## config.mk

```make
export PLATFORM = sky130hd
export DESIGN_NAME = pht_update_ctrl
export DESIGN_NICKNAME = d
export VERILOG_FILES = /design/src/rtl/bpu_pkg.sv /design/src/rtl/sat_cnt2.sv /design/src/rtl/pht_update_ctrl.sv
export SDC_FILE = /design/constraint.sdc
export NUM_CORES = 1
export LEC_CHECK = 0
export ABC_AREA = 1
export BUFFER_PORTS_ARGS = -buffer_cell sky130_fd_sc_hd__clkbuf_2
export CAP_MARGIN = 20
export CORE_MARGIN = 4
export CORE_UTILIZATION = 25
export CTS_BUF_LIST = sky130_fd_sc_hd__clkbuf_4
export DETAILED_ROUTE_END_ITERATION = 12
export GPL_ROUTABILITY_DRIVEN = 0
export GPL_TIMING_DRIVEN = 0
export PLACE_DENSITY = 0.49
export SLEW_MARGIN = 5
export SYNTH_ARGS = -nofsm -noshare
export SYNTH_HDL_FRONTEND = slang
export SYNTH_SLANG_ARGS = --single-unit
```

## constraint.sdc

```tcl
create_clock -name clk -period 2.2 [get_ports clk]
set_input_delay 0.33 -clock clk [delete_from_list [all_inputs] [get_ports clk]]
set_output_delay 0.33 -clock clk [all_outputs]
set_load 0.05 [all_outputs]
```

## src/rtl/bpu_pkg.sv

```systemverilog
// Shared definitions for the branch predictor PHT control slice: default
// table index width, the update-controller state encoding and the values
// each pattern history table is seeded with after reset.
package bpu_pkg;

    // Default PHT index width; each table holds 2^IDX_W_DEF two-bit counters.
    localparam int IDX_W_DEF = 13;

    // Update controller states: table initialisation sweep, idle/lookup,
    // read phase of an update, write-back phase of an update.
    typedef enum logic [1:0] {
        INIT   = 2'd0,
        IDLE   = 2'd1,
        UPD_RD = 2'd2,
        UPD_WR = 2'd3
    } pht_state_t;

    // Seed values: global and local counters start weakly not-taken, the
    // chooser starts weakly preferring the global predictor.
    localparam logic [1:0] G_INIT_VAL = 2'b01;
    localparam logic [1:0] L_INIT_VAL = 2'b01;
    localparam logic [1:0] C_INIT_VAL = 2'b10;

endpackage

```

## src/rtl/sat_cnt2.sv

```systemverilog
// Two-bit saturating counter step: returns val+1 (capped at 3) when up is
// set, otherwise val-1 (floored at 0). Purely combinational.
module sat_cnt2
    import bpu_pkg::*;
(
    input  logic [1:0] val,
    input  logic       up,
    output logic [1:0] nxt
);

    // Step the counter one position toward the requested direction, holding
    // at either end of the range.
    always_comb begin
        nxt = val;
        if (up) begin
            if (val != 2'b11) begin
                nxt = val + 2'd1;
            end
        end else begin
            if (val != 2'b00) begin
                nxt = val - 2'd1;
            end
        end
    end

endmodule

```

## src/rtl/pht_update_ctrl.sv

```systemverilog
// Tournament predictor PHT controller. Seeds the global, local and chooser
// tables after reset, serves single-cycle lookups against the combinational
// table read ports, and performs read-modify-write counter updates on
// branch resolution while maintaining the global history register.
module pht_update_ctrl
    import bpu_pkg::*;
#(
    parameter int IDX_W = IDX_W_DEF
) (
    input  logic             clk,
    input  logic             rst,

    input  logic             lk_valid,
    output logic             lk_ready,
    input  logic [31:0]      lk_pc,
    input  logic [IDX_W-1:0] lk_lhist,

    output logic             pred_valid,
    output logic             pred_taken,
    output logic [IDX_W-1:0] pred_ghr,

    input  logic             upd_valid,
    output logic             upd_ready,
    input  logic [31:0]      upd_pc,
    input  logic [IDX_W-1:0] upd_lhist,
    input  logic [IDX_W-1:0] upd_ghr,
    input  logic             upd_taken,

    output logic             g_ren,
    output logic [IDX_W-1:0] g_raddr,
    input  logic [1:0]       g_rdata,
    output logic             g_wen,
    output logic [IDX_W-1:0] g_waddr,
    output logic [1:0]       g_wdata,

    output logic             l_ren,
    output logic [IDX_W-1:0] l_raddr,
    input  logic [1:0]       l_rdata,
    output logic             l_wen,
    output logic [IDX_W-1:0] l_waddr,
    output logic [1:0]       l_wdata,

    output logic             c_ren,
    output logic [IDX_W-1:0] c_raddr,
    input  logic [1:0]       c_rdata,
    output logic             c_wen,
    output logic [IDX_W-1:0] c_waddr,
    output logic [1:0]       c_wdata
);

    pht_state_t       state;
    logic [IDX_W-1:0] init_cnt;
    logic [IDX_W-1:0] ghr;

    logic [IDX_W-1:0] upd_gidx_q;
    logic [IDX_W-1:0] upd_lidx_q;
    logic [IDX_W-1:0] upd_cidx_q;
    logic             upd_taken_q;
    logic [1:0]       g_q;
    logic [1:0]       l_q;
    logic [1:0]       c_q;

    logic             pred_valid_q;
    logic             pred_taken_q;
    logic [IDX_W-1:0] pred_ghr_q;

    logic [IDX_W-1:0] lk_gidx;
    logic [IDX_W-1:0] lk_lidx;
    logic [IDX_W-1:0] lk_cidx;
    logic             in_idle;
    logic             lk_fire;
    logic             pred_taken_d;

    logic [1:0]       g_nxt;
    logic [1:0]       l_nxt;
    logic [1:0]       c_nxt;
    logic             c_up;
    logic             c_needs_write;

    logic             unused_pc_bits;

    // Only the word-index bits of the PCs select table entries.
    assign unused_pc_bits = ^{lk_pc[31:IDX_W+2], lk_pc[1:0],
                              upd_pc[31:IDX_W+2], upd_pc[1:0]};

    // Lookup indices are formed from the live GHR; updates carry their own.
    assign lk_cidx = lk_pc[IDX_W+1:2];
    assign lk_gidx = lk_pc[IDX_W+1:2] ^ ghr;
    assign lk_lidx = lk_lhist;

    // Handshakes: only IDLE accepts work, and a pending update always takes
    // priority over a lookup in the same cycle.
    assign in_idle   = (state == IDLE) && !rst;
    assign upd_ready = in_idle;
    assign lk_ready  = in_idle && !upd_valid;
    assign lk_fire   = lk_ready && lk_valid;

    // Chooser MSB set selects the global prediction, clear selects local.
    assign pred_taken_d = c_rdata[1] ? g_rdata[1] : l_rdata[1];

    // Prediction outputs are registered but forced quiet while in reset.
    assign pred_valid = pred_valid_q && !rst;
    assign pred_taken = pred_taken_q && !rst;
    assign pred_ghr   = rst ? '0 : pred_ghr_q;

    // The chooser trains toward the global predictor when it was right.
    assign c_up          = (g_q[1] == upd_taken_q);
    assign c_needs_write = (g_q[1] != l_q[1]);

    sat_cnt2 u_sat_g (
        .val (g_q),
        .up  (upd_taken_q),
        .nxt (g_nxt)
    );

    sat_cnt2 u_sat_l (
        .val (l_q),
        .up  (upd_taken_q),
        .nxt (l_nxt)
    );

    sat_cnt2 u_sat_c (
        .val (c_q),
        .up  (c_up),
        .nxt (c_nxt)
    );

    // Table port steering: seed writes in INIT, lookup reads in IDLE, update
    // reads in UPD_RD and write-back in UPD_WR; everything idle otherwise.
    always_comb begin
        g_ren   = 1'b0;
        l_ren   = 1'b0;
        c_ren   = 1'b0;
        g_raddr = '0;
        l_raddr = '0;
        c_raddr = '0;
        g_wen   = 1'b0;
        l_wen   = 1'b0;
        c_wen   = 1'b0;
        g_waddr = '0;
        l_waddr = '0;
        c_waddr = '0;
        g_wdata = 2'b00;
        l_wdata = 2'b00;
        c_wdata = 2'b00;
        if (!rst) begin
            case (state)
                INIT: begin
                    g_wen   = 1'b1;
                    l_wen   = 1'b1;
                    c_wen   = 1'b1;
                    g_waddr = init_cnt;
                    l_waddr = init_cnt;
                    c_waddr = init_cnt;
                    g_wdata = G_INIT_VAL;
                    l_wdata = L_INIT_VAL;
                    c_wdata = C_INIT_VAL;
                end
                IDLE: begin
                    if (lk_fire) begin
                        g_ren   = 1'b1;
                        l_ren   = 1'b1;
                        c_ren   = 1'b1;
                        g_raddr = lk_gidx;
                        l_raddr = lk_lidx;
                        c_raddr = lk_cidx;
                    end
                end
                UPD_RD: begin
                    g_ren   = 1'b1;
                    l_ren   = 1'b1;
                    c_ren   = 1'b1;
                    g_raddr = upd_gidx_q;
                    l_raddr = upd_lidx_q;
                    c_raddr = upd_cidx_q;
                end
                UPD_WR: begin
                    g_wen   = 1'b1;
                    l_wen   = 1'b1;
                    c_wen   = c_needs_write;
                    g_waddr = upd_gidx_q;
                    l_waddr = upd_lidx_q;
                    c_waddr = upd_cidx_q;
                    g_wdata = g_nxt;
                    l_wdata = l_nxt;
                    c_wdata = c_nxt;
                end
                default: begin
                end
            endcase
        end
    end

    // Controller state, seed sweep counter, GHR, captured update fields and
    // the registered prediction.
    always_ff @(posedge clk) begin
        if (rst) begin
            state        <= INIT;
            init_cnt     <= '0;
            ghr          <= '0;
            upd_gidx_q   <= '0;
            upd_lidx_q   <= '0;
            upd_cidx_q   <= '0;
            upd_taken_q  <= 1'b0;
            g_q          <= 2'b00;
            l_q          <= 2'b00;
            c_q          <= 2'b00;
            pred_valid_q <= 1'b0;
            pred_taken_q <= 1'b0;
            pred_ghr_q   <= '0;
        end else begin
            pred_valid_q <= lk_fire;
            if (lk_fire) begin
                pred_taken_q <= pred_taken_d;
                pred_ghr_q   <= ghr;
            end
            case (state)
                INIT: begin
                    init_cnt <= init_cnt + 1'b1;
                    if (init_cnt == '1) begin
                        state <= IDLE;
                    end
                end
                IDLE: begin
                    if (upd_valid) begin
                        upd_cidx_q  <= upd_pc[IDX_W+1:2];
                        upd_gidx_q  <= upd_pc[IDX_W+1:2] ^ upd_ghr;
                        upd_lidx_q  <= upd_lhist;
                        upd_taken_q <= upd_taken;
                        state       <= UPD_RD;
                    end
                end
                UPD_RD: begin
                    g_q   <= g_rdata;
                    l_q   <= l_rdata;
                    c_q   <= c_rdata;
                    state <= UPD_WR;
                end
                UPD_WR: begin
                    ghr   <= {ghr[IDX_W-2:0], upd_taken_q};
                    state <= IDLE;
                end
                default: begin
                    state <= INIT;
                end
            endcase
        end
    end

endmodule

```

==> impl_metrics.toml, run 1 <==
[outcome]
status = "complete, but fails checks"
violations = "negative setup slack"

[timing]
rsz0062_at_grt = "yes"
fin_ws_ns = -0.4898
tightest_slew_ns = 0.6522
finClkSkew_ns = 0.009565
final_max_slew_viol_count = 0
fmax_mhz = 371.8
finalCriticalPeriod_ns = 2.690
relSlewSlack = 0.5652
worst_hold_slack_ns = 0.05653
finalCritPeriodShare = 1.223
final_hold_viol_count = 0
setup_violations = 88

[worst_setup_path]
setup.worst_path.start = "state[1]"
path_max_fanout = 7
path_class = "reg -> out"
reg2reg_depth = 7
start_kind = "flip-flop"
crit_required_ns = 1.87
worstReg2RegStart = "state[1]"
crit-reg2reg-capture = "upd_cidx_q[9]"
worstPathArrival_ns = 2.36
rrSetupSlack_ns = 0.27
cp-end-kind = "output port"

[clock_tree]
path_clk_slew_ns = 0.15
insertion_delay_ns = 0.49
clockRootBuffer = "clkbuf_4"
ctsHoldBuffers = 0
cts_tree = "done"
htreeDepth = 3
numCtsBuffers = 9
numClockSinks = 89
max-clock-path-buffers = 2

[cells_and_area]
design_area_sq_mm = 0.009025
fillCellCount = 1696
drive_above_1_share = 0.4528
synthToLayoutAreaGrowth_pct = 94.11
fin_nets = 1057
antenna_cells = 0
post-route-util = 0.4973

[pwr]
p_leak_nw = 3.825
internal_power_w = 0.002860
pwr-share-seq = 0.402
power_density_mw_per_mm2 = 547.4
p_switching_w = 0.002080
power.total_w = 0.004940
sw_frac_of_total = 0.4210
ir_worst_vdd_v = 0.0002439
combinationalPowerShare = 0.422
clkPwrFrac = 0.176

[route]
wl_per_cell_um = 18.67
antenna_left = 0
finalWirelength_mm = 21.88
drc_errors = 0
via_per_inst = 4.724
first_pass_iters = 4
vias = 5537
detailedRoute.firstIterationViolations = 302

[worst_hold_path]
hp-class = "in -> reg"
hold_start = "upd_lhist[2]"
worst_hold_path.num_cells = 3
hold_end = "upd_lidx_q[2]"

[floorplanning]
rows = 49
pin_count = 221
core_area_sq_mm = 0.01815
die_w_um = 144.4
start_util = 0.2562
fp.dieH_um = 144.4
dieArea_sq_mm = 0.02084

[synthesis]
avgSynthCellArea_sq_um = 6.539
post-synth-top-area-cell = "dfxtp_1"
ys_warn_count = 0
synth_most_common_cell = "nand2_1"
ys_ff_latch = 89
yosysUniqueCellTypes = 24
synth_area_leaders = "dfxtp_1 38%, nand2_1 15%, nor2_1 11%"
synth-main-ff-cell = "dfxtp_1"
yosys-top-cells-count = "186 x nand2_1, 134 x nor2_1, 89 x dfxtp_1"
ys_seq_area_frac = 0.3832
synth_nets = 830
ys_async_sr_fraction = 0
synth_top_area_share = 0.3832
netlist_area_sq_mm = 0.004649
synthCells = 711
synth_edf_count = 0

[global_route]
grt_pass1_vias = 5564
grt_antenna_before_repair = 0
globalRouteTotalUtil = 0.2052
grt_max_degree = 15
grt_pass1_wl_mm = 32.20
overflow = 0

[placement]
dpl-instance-area_sq_mm = 0.006216
io_buffers = 181
hpwl_mm = 15.64

[flow_run]
drv_cap = 0
==> cells by family (layout without fill, tap and decap cells) <==
kind of cell	count (synthesis)	in the layout	synth area share
adder cells (fa/ha/maj)	5	5	0.01346
AO/OA/AOI/OAI	157	157	0.1835
XOR/XNOR	28	28	0.05275
buffers and inverters	90	322	0.08019
flip-flops	89	89	0.3832
AND/OR/NAND/NOR	342	342	0.2869
==> per-stage QoR <==
| step | instances | setup WS [ns] | TNS, ns |
|---|---|---|---|
| 2_1_floorplan | 711 | -0.1616 | -1.069 |
| 3_3_place_gp | 1121 | -0.4347 | -26.28 |
| 3_5_place_dp | 1121 | -0.3938 | -24.77 |
| 4_1_cts | 1166 | -0.5265 | -38.01 |
| 5_1_grt | 1172 | -0.5805 | -45.73 |
| 6_report | 1172 | -0.4898 | -37.59 |
==> flip-flops by register name, summed over array words and instances, names as in the netlist <==
name          flops
c_q               2
g_q               2
ghr              13
init_cnt         13
l_q               2
pred_ghr_q       13
pred_taken_q      1
pred_valid_q      1
state             2
upd_cidx_q       13
upd_gidx_q       13
upd_lidx_q       13
upd_taken_q       1
==> placed cells by master, fill, tap and decap left out, types with 12 or more instances in the layout <==
| cell type | count |
|---|---|
| a21oi_1 | 31 |
| a21oi_4 | 19 |
| a22oi_1 | 12 |
| buf_4 | 16 |
| buf_6 | 13 |
| buf_8 | 58 |
| clkbuf_1 | 17 |
| clkbuf_16 | 40 |
| clkbuf_2 | 93 |
| clkbuf_4 | 15 |
| dfxtp_1 | 87 |
| inv_1 | 37 |
| nand2_1 | 84 |
| nand2_2 | 30 |
| nand2_4 | 60 |
| nand2_8 | 12 |
| nor2_1 | 117 |
| nor2_2 | 12 |
| o21ai_0 | 63 |
| o31ai_1 | 14 |
| xnor2_1 | 15 |
| xor2_1 | 13 |
==> how the worst max path moves through the flow <==
stage / end / cells past startpoint
final: c_raddr[5] / 11
after global routing: c_waddr[12] / 11
after CTS: c_raddr[4] / 11
after detailed placement: g_waddr[6] / 9
after global placement: g_waddr[6] / 9
after floorplan: c_waddr[12] / 8
==> area by class of cell <==
type / count / area, sq um / area share
Multi-Input combinational cell: 532 / 3647 / 0.4041
Timing Repair Buffer: 219 / 2701 / 0.2993
Sequential cell: 89 / 1787 / 0.1980
Buffer: 45 / 326.6 / 0.03618
Tap cell: 229 / 286.5 / 0.03175
Inverter: 42 / 166.4 / 0.01844
Clock buffer: 10 / 75.07 / 0.008318
Clock inverter: 6 / 35.03 / 0.003882
==> layer usage <==
layer  wire length (um)  track usage  vias up
met3               1406      0.04431       26
met5                  0            0        -
met2              10540       0.3292      182
met4                404      0.06235        0
li1                   -            -     2733
met1               9531       0.2767     2596
==> power groups by stage <==
stage / sequential (W) / clock, W / combinational, W
4_1_cts: 0.00198 / 0.000885 / 0.00191
5_1_grt: 0.00201 / 0.000948 / 0.00222
3_5_place_dp: 0.00196 / 0 / 0.00135
2_1_floorplan: 0.00191 / 0 / 0.000952
6_report: 0.00199 / 0.000869 / 0.00208
3_3_place_gp: 0.00196 / 0 / 0.00134
==> worst max-delay path: stages, from the launching register on <==
cell and delay (ns):
dfxtp_2 0.35, inv_2 0.07, ha_4 0.14, inv_4 0.03, or2_4 0.23, nor3b_4 0.17
buf_6 0.17, buf_12 0.13, buf_12 0.13, nand2_2 0.07, a21oi_4 0.17, buf_8 0.17
==> timing repair <==
item                                   in CTS  in global routing
gates resized for setup                   391                136
endpoints found under the hold margin       0                  0
setup endpoints to repair                  91                 91
gates cloned                                6                  2
pin swaps                                  23                 39
setup buffers                              25                 11
Note: power is estimated with default switching activity, not from simulation.
==> inputs of run 2 (changes only) <==
--- a/config.mk
+++ b/config.mk
@@ -18,4 +18,5 @@
 export SLEW_MARGIN = 5
 export SYNTH_ARGS = -nofsm -noshare
 export SYNTH_HDL_FRONTEND = slang
+export SYNTH_HIERARCHICAL = 1
 export SYNTH_SLANG_ARGS = --single-unit
==> constraint.sdc (replaced) <==
create_clock -name clk -period 2.5 [get_ports clk]
set_input_delay 0.375 -clock clk [delete_from_list [all_inputs] [get_ports clk]]
set_output_delay 0.375 -clock clk [all_outputs]
set_load 0.05 [all_outputs]
==> run 2 against run 1 <==
  * The flow still finishes with violations (negative setup slack)
  * Die area is 2.0% higher
  * Sequential power is 13% lower
  * Critical path depth is 1 higher
  * First-iteration DRC count is 36% higher
  * Synthesized area is 2.1% higher
  * Power is 13% lower
  * Combinational power is 23% lower
  * Setup slack better by 0.41 ns
  * Global-route usage is 1.2 points lower
  * Clock power is 14% higher
  * Via count is 0.31% higher
  * Largest power group is now registers
==> impl_metrics.toml, run 2 <==
[pwr]
ir_worst_vdd_v = 0.0002202
pwr-share-seq = 0.401
power.total_w = 0.004322
clkPwrFrac = 0.229
power_density_mw_per_mm2 = 547.6
p_switching_w = 0.001799
internal_power_w = 0.002522
sw_frac_of_total = 0.4164
p_leak_nw = 3.079
combinationalPowerShare = 0.370

[global_route]
grt_max_degree = 17
globalRouteTotalUtil = 0.1936
grt_antenna_before_repair = 0
overflow = 0
grt_pass1_vias = 5451
grt_pass1_wl_mm = 31.86

[synthesis]
synth_nets = 859
synthMuxAreaShare = 0
synth_most_common_cell = "nand2_1"
ys_seq_area_frac = 0.3753
avgSynthCellArea_sq_um = 6.415
synth_top_family_by_area = "simple AND/OR/NAND/NOR gates"
synthAdderAreaFrac = 0.01318
yosysUniqueCellTypes = 24
synth_area_leaders = "dfxtp_1 38%, nand2_1 14%, a21oi_1 12%"
synth_simple_gate_area_share = 0.2596
synth_top_area_share = 0.3753
synth_xor_area_frac = 0.05351
netlist_area_sq_mm = 0.004747
yosys-top-cells-count = "179 x nand2_1, 127 x nor2_1, 116 x a21oi_1"
ys_warn_count = 6
synthCells = 740
ys_ff_latch = 89
synth_edf_count = 0
post-synth-top-area-cell = "dfxtp_1"
synth-main-ff-cell = "dfxtp_1"
ys_async_sr_fraction = 0
synth_compound_area_frac = 0.2143

[clock_tree]
cts_tree = "done"
max-clock-path-buffers = 2
clockRootBuffer = "clkbuf_4"
htreeDepth = 3
ctsHoldBuffers = 0
path_clk_slew_ns = 0.16
numClockSinks = 89
insertion_delay_ns = 0.47
numCtsBuffers = 9

[worst_hold_path]
hp-class = "in -> reg"
hold_start = "l_rdata[0]"

[timing]
finClkSkew_ns = 0.01533
relSlewSlack = 0.5383
final_hold_viol_count = 0
fmax_mhz = 387.3
setup_violations = 20
final_max_slew_viol_count = 0
rsz0062_at_grt = "yes"
setup_tns_ns = -0.7390
worst_hold_slack_ns = 0.1197
fin_ws_ns = -0.08218
tightest_slew_ns = 0.6925
finalCriticalPeriod_ns = 2.582
finalCritPeriodShare = 1.033

[worst_setup_path]
crit-reg2reg-capture = "pred_ghr_q[10]"
setup.worst_path.start = "state[1]"
path_class = "reg -> out"
worstReg2RegStart = "state[1]"
reg2reg_depth = 13
cp-end-kind = "output port"
crit_end = "l_raddr[12]"
rrSetupSlack_ns = 0.47
start_kind = "flip-flop"
worstPathArrival_ns = 2.21
path_max_fanout = 8
crit_required_ns = 2.12

[route]
via_per_inst = 4.699
drc_errors = 0
vias = 5554
antenna_left = 0
detailedRoute.firstIterationViolations = 412
first_pass_iters = 7
finalWirelength_mm = 21.20
wl_per_cell_um = 17.94

[cells_and_area]
fin_nets = 1062
mostFrequentLayoutCell = "nand2_1"
drive_above_1_share = 0.3797
design_area_sq_mm = 0.007891
antenna_cells = 0
layout_common_cells = "151 x nand2_1, 125 x nor2_1, 100 x clkbuf_2, 87 x dfxtp_1, 75 x o21ai_0"
synthToLayoutAreaGrowth_pct = 66.24

[floorplanning]
die_w_um = 145.8
rows = 50
start_util = 0.2538
fp.dieH_um = 145.8
pin_count = 221
core_area_sq_mm = 0.01871
dieArea_sq_mm = 0.02126

[placement]
post-place-ws_ns = -0.1336
hpwl_mm = 16.34
dpl-instance-area_sq_mm = 0.006270
io_buffers = 181

[outcome]
status = "complete, but fails checks"
violations = "negative setup slack"

[flow_run]
drv_cap = 0
-- run 2: kinds of logic after synthesis --
family,Yosys count
AND/OR/NAND/NOR,320
AO/OA/AOI/OAI,203
buffers and inverters,94
flip-flops,89
XOR/XNOR,29
adder cells (fa/ha/maj),5
-- run 2: worst min-delay path by stage --
stage / to / slack, ns / depth (start not counted)
floorplan: pred_ghr_q[0] / 0.43 / 2
detailed placement: pred_ghr_q[10] / 0.45 / 2
CTS: c_q[0] / 0.09 / 3
global route: l_q[0] / 0.10 / 3
global placement: pred_ghr_q[7] / 0.44 / 2
finish: l_q[0] / 0.12 / 3
-- run 2: final cells by class --
class / count / area (sq um)
plain buffers: 50 / 401.6
clock buffers: 9 / 67.56
clock inverters: 7 / 101.3
fillers: 1932 / 10810
inverters: 43 / 173.9
multi-input cells: 557 / 3243
flip-flops and latches: 89 / 1787
well taps: 234 / 292.8
repair buffers: 193 / 1824
-- run 2: timing repair --
item | CTS | global route
cloned | 1 | 0
buffers inserted | 9 | 3
endpoints found under the setup margin | 85 | 85
pin swaps | 14 | 18
resized for setup | 263 | 96
-- run 2: power groups by stage --
stage | Combinational, W | Clock, W | Sequential (W)
6_report | 0.00160 | 0.000991 | 0.00173
5_1_grt | 0.00171 | 0.00106 | 0.00175
4_1_cts | 0.00152 | 0.00101 | 0.00172
3_5_place_dp | 0.00132 | 0 | 0.00175
3_3_place_gp | 0.00132 | 0 | 0.00174
2_1_floorplan | 0.000935 | 0 | 0.00170
-- run 2: critical path, stage by stage, from the launching register on --
cell	delay, ns
dfxtp_2	0.36
inv_2	0.07
ha_4	0.13
inv_2	0.03
or2_4	0.23
nor2_4	0.12
nand2_4	0.09
clkinv_8	0.08
buf_8	0.13
buf_12	0.12
nand2_2	0.05
a21oi_2	0.15
buf_8	0.16
-- run 2: through the flow --
step             util  instances
2_1_floorplan       -        740
3_3_place_gp   0.3352       1155
3_5_place_dp   0.3352       1155
4_1_cts        0.4059       1180
5_1_grt        0.4219       1182
6_report       0.4219       1182
-- run 2: routing by layer --
layer / global-route usage / vias up / wire length, um
li1: - / 2783 / -
met1: 0.2629 / 2538 / 9700
met2: 0.3073 / 202 / 9712
met3: 0.03332 / 31 / 1237
met4: 0.07407 / 0 / 550
met5: 0 / - / 0
